`src/rtl/alu_pkg.sv`:
```
// Shared function codes and operation classes for the 32-bit MIPS-style ALU.
// alu_mnemonic() is used by the optional ALU_PRINT_EN trace.
package alu_pkg;

  localparam logic [1:0] CLASS_ARITH = 2'b00;
  localparam logic [1:0] CLASS_LOGIC = 2'b01;
  localparam logic [1:0] CLASS_SHIFT = 2'b10;
  localparam logic [1:0] CLASS_CMP   = 2'b11;

  localparam logic [5:0] ALUFUNC_ADD = 6'b000000;
  localparam logic [5:0] ALUFUNC_SUB = 6'b000001;
  localparam logic [5:0] ALUFUNC_AND = 6'b011000;
  localparam logic [5:0] ALUFUNC_OR  = 6'b011110;
  localparam logic [5:0] ALUFUNC_XOR = 6'b010110;
  localparam logic [5:0] ALUFUNC_NOR = 6'b010001;
  localparam logic [5:0] ALUFUNC_A   = 6'b011010;
  localparam logic [5:0] ALUFUNC_SLL = 6'b100000;
  localparam logic [5:0] ALUFUNC_SRL = 6'b100001;
  localparam logic [5:0] ALUFUNC_SRA = 6'b100011;
  localparam logic [5:0] ALUFUNC_EQ  = 6'b110011;
  localparam logic [5:0] ALUFUNC_NEQ = 6'b110001;
  localparam logic [5:0] ALUFUNC_LT  = 6'b110101;
  localparam logic [5:0] ALUFUNC_LEZ = 6'b111101;
  localparam logic [5:0] ALUFUNC_GEZ = 6'b111001;
  localparam logic [5:0] ALUFUNC_GTZ = 6'b111111;

  // Four-character ASCII mnemonic, space padded.
  function automatic logic [31:0] alu_mnemonic(input logic [5:0] f);
    case (f)
      ALUFUNC_ADD: alu_mnemonic = "ADD ";
      ALUFUNC_SUB: alu_mnemonic = "SUB ";
      ALUFUNC_AND: alu_mnemonic = "AND ";
      ALUFUNC_OR:  alu_mnemonic = "OR  ";
      ALUFUNC_XOR: alu_mnemonic = "XOR ";
      ALUFUNC_NOR: alu_mnemonic = "NOR ";
      ALUFUNC_A:   alu_mnemonic = "A   ";
      ALUFUNC_SLL: alu_mnemonic = "SLL ";
      ALUFUNC_SRL: alu_mnemonic = "SRL ";
      ALUFUNC_SRA: alu_mnemonic = "SRA ";
      ALUFUNC_EQ:  alu_mnemonic = "EQ  ";
      ALUFUNC_NEQ: alu_mnemonic = "NEQ ";
      ALUFUNC_LT:  alu_mnemonic = "LT  ";
      ALUFUNC_LEZ: alu_mnemonic = "LEZ ";
      ALUFUNC_GEZ: alu_mnemonic = "GEZ ";
      ALUFUNC_GTZ: alu_mnemonic = "GTZ ";
      default:     alu_mnemonic = "??? ";
    endcase
  endfunction

endpackage

```
`src/rtl/alu_printer.sv`:
```
// Simulation-only operation trace, compiled only when ALU_PRINT_EN is defined.
// Prints operands, function and current result on each rising edge of pulse.
`ifdef ALU_PRINT_EN
module alu_printer
  import alu_pkg::*;
(
  input logic        pulse,
  input logic [31:0] a,
  input logic [31:0] b,
  input logic        signed_op,
  input logic [5:0]  alu_func,
  input logic [31:0] s
);

  always @(posedge pulse) begin
    $display("alu %s a=%b b=%b signed=%b func=%b s=%b",
             alu_mnemonic(alu_func), a, b, signed_op, alu_func, s);
  end

endmodule
`endif

```
`src/rtl/alu.sv`:
```
// Registered 32-bit MIPS-style ALU: arith, logic, shift and compare classes
// with one-cycle latency. Define ALU_PRINT_EN to add the alu_printer trace.
module alu
  import alu_pkg::*;
(
  input  logic        clk,
  input  logic        rst_n,
  input  logic [31:0] a,
  input  logic [31:0] b,
  input  logic        signed_op,
  input  logic [5:0]  alu_func,
  input  logic        pulse,
  output logic [31:0] s,
  output logic        zero,
  output logic        overflow,
  output logic        negative
);

  logic [1:0]  op_class;
  logic [31:0] arith_s, logic_s, shift_s, cmp_s, s_next;
  logic        arith_ovf, arith_neg;
  logic [31:0] b_op;
  logic [32:0] sum;
  logic [3:0]  truth;
  logic [4:0]  shamt;
  logic        a_neg, a_is_zero, cond;

  assign op_class = alu_func[5:4];

  // SUB is a + ~b + 1; bit 32 of sum is carry-out, and borrow is its inverse.
  always_comb begin
    b_op    = alu_func[0] ? ~b : b;
    sum     = {1'b0, a} + {1'b0, b_op} + {32'b0, alu_func[0]};
    arith_s = sum[31:0];
    if (signed_op) begin
      arith_ovf = (a[31] == b_op[31]) && (sum[31] != a[31]);
      arith_neg = sum[31] ^ arith_ovf;
    end else if (alu_func[0]) begin
      arith_ovf = ~sum[32];
      arith_neg = ~sum[32];
    end else begin
      arith_ovf = sum[32];
      arith_neg = 1'b0;
    end
  end

  // The low nibble of alu_func is a truth table indexed by {b[i], a[i]}.
  always_comb begin
    truth   = alu_func[3:0];
    logic_s = '0;
    for (int i = 0; i < 32; i++) begin
      logic_s[i] = truth[{b[i], a[i]}];
    end
  end

  always_comb begin
    shamt = a[4:0];
    case (alu_func[1:0])
      2'b01:   shift_s = b >> shamt;
      2'b11:   shift_s = $signed(b) >>> shamt;
      default: shift_s = b << shamt;
    endcase
  end

  // Zero-compares see a as unsigned when signed_op is clear, so a_neg is 0.
  always_comb begin
    a_neg     = signed_op & a[31];
    a_is_zero = (a == 32'd0);
    case (alu_func)
      ALUFUNC_EQ:  cond = (a == b);
      ALUFUNC_NEQ: cond = (a != b);
      ALUFUNC_LT:  cond = signed_op ? ($signed(a) < $signed(b)) : (a < b);
      ALUFUNC_LEZ: cond = a_neg | a_is_zero;
      ALUFUNC_GEZ: cond = ~a_neg;
      ALUFUNC_GTZ: cond = ~a_neg & ~a_is_zero;
      default:     cond = 1'b0;
    endcase
    cmp_s = {31'b0, cond};
  end

  always_comb begin
    case (op_class)
      CLASS_ARITH: s_next = arith_s;
      CLASS_LOGIC: s_next = logic_s;
      CLASS_SHIFT: s_next = shift_s;
      default:     s_next = cmp_s;
    endcase
  end

  always_ff @(posedge clk or negedge rst_n) begin
    if (!rst_n) begin
      s        <= '0;
      zero     <= 1'b0;
      overflow <= 1'b0;
      negative <= 1'b0;
    end else begin
      s        <= s_next;
      zero     <= (s_next == 32'd0);
      overflow <= (op_class == CLASS_ARITH) & arith_ovf;
      negative <= (op_class == CLASS_ARITH) & arith_neg;
    end
  end

`ifdef ALU_PRINT_EN
  alu_printer u_printer (
    .pulse     (pulse),
    .a         (a),
    .b         (b),
    .signed_op (signed_op),
    .alu_func  (alu_func),
    .s         (s)
  );
`else
  logic unused_pulse;
  assign unused_pulse = pulse;
`endif

endmodule

```
`config.mk`:
```
export PLATFORM = sky130hd
export DESIGN_NAME = alu
export DESIGN_NICKNAME = d
export VERILOG_FILES = /design/src/rtl/alu_pkg.sv /design/src/rtl/alu_printer.sv /design/src/rtl/alu.sv
export SDC_FILE = /design/constraint.sdc
export NUM_CORES = 1
export LEC_CHECK = 0
export BUFFER_PORTS_ARGS = -buffer_cell sky130_fd_sc_hd__buf_2
export CAP_MARGIN = 10
export CELL_PAD_IN_SITES_DETAIL_PLACEMENT = 2
export CELL_PAD_IN_SITES_GLOBAL_PLACEMENT = 2
export CORE_UTILIZATION = 40
export CTS_CLUSTER_SIZE = 24
export DETAILED_ROUTE_END_ITERATION = 7
export PLACE_DENSITY = 0.88
export SLEW_MARGIN = 5
export SYNTH_ARGS = -nofsm -noshare
export SYNTH_HDL_FRONTEND = slang
export SYNTH_SLANG_ARGS = --single-unit
```
`constraint.sdc`:
```
create_clock -name clk -period 1.2 [get_ports clk]
set_clock_uncertainty 0.05 [all_clocks]
set_input_delay 0.12 -clock clk [delete_from_list [all_inputs] [get_ports clk]]
set_output_delay 0.12 -clock clk [all_outputs]
set_load 0.02 [all_outputs]
```
==> metrics.txt, run 1 <==
starting density of the core 0.408; # port buffers about 110; Error [ERROR DPL-0033] detailed placement checks failed during check placement.; Stop stage detailed placement; IO Pins approximately 110; Net Count, Synth about 1,400; chip width 162 µm; FP Rows 58; Synth Register Bits 35; post-synthesis sequential area ratio 0.0852; die height between 150 and 200 µm; ys flop type dfrtp_1; synth unique cells 90; HPWL Detailed approximately 65 mm; synth warn 0; EDFF count, synth 0; asr flop ratio synth 1.00; GP Congestion 1.16; status aborted with a tool error; Cells after Synth approximately 1,300; Avg Inst Size Synth about 8.2 µm²; Mapped Area just over 10,000 µm²
[per-stage QoR]
| step | TNS [ns] | hold WS (ns) |
|---|---|---|
| floorplan | -59.08 | -0.226 |
| global placement | -57.36 | 0.0987 |
[synthesized netlist by cell type, types with 29 or more instances]
cell type,n,share of area
dfrtp_1,35,0.085
inv_1,47,0.017
nand2_1,125,0.046
ha_1,64,0.078
clkbuf_1,82,0.030
a21oi_1,93,0.045
mux4_2,90,0.20
nand3_1,29,0.014
o21ai_0,69,0.034
nor3_1,29,0.014
xor2_1,40,0.034
mux2i_1,43,0.042
nor2_1,90,0.033
[logic make-up after synthesis]
group           Yosys count  synth area share
simple gates            365             0.166
flops                    35            0.0852
mux                     174             0.289
fa+ha+maj                65            0.0798
compound gates          380             0.251
xor+xnor                 53            0.0451
buf+inv                 186            0.0847
==> inputs of run 2 (changes only) <==
--- a/config.mk
+++ b/config.mk
@@ -7,12 +7,9 @@
 export LEC_CHECK = 0
 export BUFFER_PORTS_ARGS = -buffer_cell sky130_fd_sc_hd__buf_2
 export CAP_MARGIN = 10
-export CELL_PAD_IN_SITES_DETAIL_PLACEMENT = 2
-export CELL_PAD_IN_SITES_GLOBAL_PLACEMENT = 2
 export CORE_UTILIZATION = 40
-export CTS_CLUSTER_SIZE = 24
 export DETAILED_ROUTE_END_ITERATION = 7
-export PLACE_DENSITY = 0.88
+export PLACE_DENSITY_LB_ADDON = 0.15
 export SLEW_MARGIN = 5
 export SYNTH_ARGS = -nofsm -noshare
 export SYNTH_HDL_FRONTEND = slang
==> run 2 against run 1 <==
Effect of this change: the flow now finishes, with violations (negative setup slack); synthesized cell count did not move; synthesized area did not move.
==> metrics.txt, run 2 <==
status complete, but fails checks; failing checks negative setup slack; most frequent cells in the layout buf_4 (543), nand2_1 (118), buf_2 (93); crit end category flip-flop; chip width between 150 and 200 µm; Residual DRC 0; Die Area 26,400 µm²; vias per cell 6.34; Net Count, Synth about 1,400; # Max-Cap Violations 0; critical path data required time approximately 1.4 ns; worst min-delay path class primary input to flip-flop; Final Cell Area between 15,000 and 20,000 µm²; CTS tree built; synth warn 0; WHS ~0.17 ns; Total Wirelength approximately 58 mm; Clock Sink Count 35; GRT Total Usage 0.423; CP arrival about 3.2 ns; final hold viol count 0; max frequency between 0.3 and 0.4 GHz; starting density of the core 0.408; Worst-Margin Slew around 0.63 ns; total gr overflow 0; Area Growth Syn to Fin 70.1%; Max Buffers Root-to-Sink 2; EDFF count, synth 0; top cell type by total area after synthesis mux4_2; vias in the first global route between 10,000 and 15,000; crit-path max FO 7; post-route minimum period approximately 3.1 ns; root buffer cell clkbuf_16; HPWL Detailed between 40 and 50 mm; initial antenna violation count 1; final period utilization 2.58; critical path type primary input to flip-flop; Final ANT Viol Nets 0; Slew HR 0.574; vias post-DR between 10,000 and 15,000; largest net degree at the start of global routing 36; setup violators final 35; ys flop type dfrtp_1; dpl cell area 14,800 µm²; most frequent cell after synthesis nand2_1; worst slack, placed -2.52 ns; Critical Path Start Type primary input; Synth Register Bits 35; synth top area cells mux4_2 (20%), dfrtp_1 (8.5%), ha_1 (7.8%), nand2_1 (4.6%), a21oi_1 (4.5%); clock-pin slew on the worst setup and hold paths around 0.050 ns; htree depth 2; GP Congestion about 1.1; Cells after Synth approximately 1,300; post-synthesis sequential area ratio 0.0852; Core Area between 20,000 and 30,000 µm²; CTS Buf Count 5; Worst Setup Slack, final -1.90 ns; first-pass GRT wire length 82.7 mm; PwrDens 761 nW/µm²; RSZ-0062 raised after global routing true; top post-synthesis cells by count nand2_1 (125), a21oi_1 (93), mux4_2 (90), nor2_1 (90), clkbuf_1 (82); # port buffers about 110; synth unique cells 90; routed length per placed instance around 26 µm; Mapped Area between 10,000 and 15,000 µm²; FP Rows 58; proportion of layout cells with a drive suffix above 1 0.568; Max Slew Vio Count 0; DRT Pass-1 Iters 5; Avg Inst Size Synth approximately 8 µm²; share of the synthesized area in the top cell type 0.197; Leakage Power 0.00792 µW; largest register by flop count s; asr flop ratio synth 1.00; power consumption approximately 13,000 µW; most common cell after layout, fill and taps aside buf_4; TNS Setup -44.22 ns; max FFs per register 32; Antenna diodes 0; starting DRC count in detailed routing between 1,500 and 2,000; die height 162 µm; nets approximately 2,000; IO Pins 109; Max VDD drop between 1.5 and 2 mV
run 2: cell counts after synthesis:
No cell type changed its count.
run 2: area by class of cell:
type / count / area [µm²]
multi-input cells: 1037 / 9820
fillers: 1995 / 7690
repair buffers: 736 / 6020
flip-flops and latches: 35 / 876
well taps: 330 / 413
inverters: 52 / 211
clock buffers: 6 / 129
clock inverters: 1 / 30.0
run 2: path summary, 6_finish.rpt:
path | startpoint | to | slack [ns] | cells past startpoint
min in group asynchronous | rst_n | s[25] | 0.38 | 3
min | signed_op | negative | 0.17 | 3
max in group asynchronous | rst_n | s[3] | 0.43 | 3
max | alu_func[0] | overflow | -1.90 | 20
run 2: timing repair:
item | in CTS | in global routing
pin swaps | 100 | 96
hold endpoints to repair | 35 | 0
buffers inserted | 59 | 52
hold buffers | 1 | 0
setup endpoints to repair | 35 | 35
gates cloned | 4 | 3
gates resized for setup | 216 | 138
run 2: worst max-delay path, cell delays in order:
cell      delay, ns
buf_16         0.14
buf_12         0.15
buf_12         0.14
buf_12         0.13
buf_16         0.14
xor2_2         0.18
ha_1           0.32
a21o_1         0.19
a21oi_2        0.20
buf_4          0.13
o21a_1         0.14
o21bai_1       0.09
a22o_1         0.22
o21ai_1        0.14
nand2b_1       0.10
a21oi_2        0.14
ha_2           0.29
nor2_2         0.11
a31oi_1        0.05
nor2_1         0.11
run 2: cell families after synthesis:
kind of cell	Yosys count	synth area share
adder cells (fa/ha/maj)	65	0.0798
AND/OR/NAND/NOR	365	0.166
multiplexers	174	0.289
XOR/XNOR	53	0.0451
AO/OA/AOI/OAI	380	0.251
buffers and inverters	186	0.0847
flip-flops	35	0.0852
run 2: power by group:
| group | internal, µW | switching [µW] | leakage [µW] |
|---|---|---|---|
| clock network | 966 | 423 | 0.0000769 |
| logic | 5130 | 5390 | 0.00740 |
| registers | 1360 | 41.0 | 0.000443 |
run 2: through the flow:
step | std cells | utilization
detailed placement | 2089 | 0.588
global placement | 2089 | 0.588
global route | 2197 | 0.695
floorplan | 1258 | -
CTS | 2150 | 0.652
finish | 2197 | 0.695
run 2: routing by layer:
metal  vias to the layer above  part of all wire  global-route usage
li1                       6081                 -                   -
met1                      6782              0.39               0.552
met2                       900              0.45               0.673
met3                       159              0.10              0.0647
met4                         2             0.058               0.222
met5                         -           0.00024                   0
No activity file was read; power rests on OpenSTA's default activity.
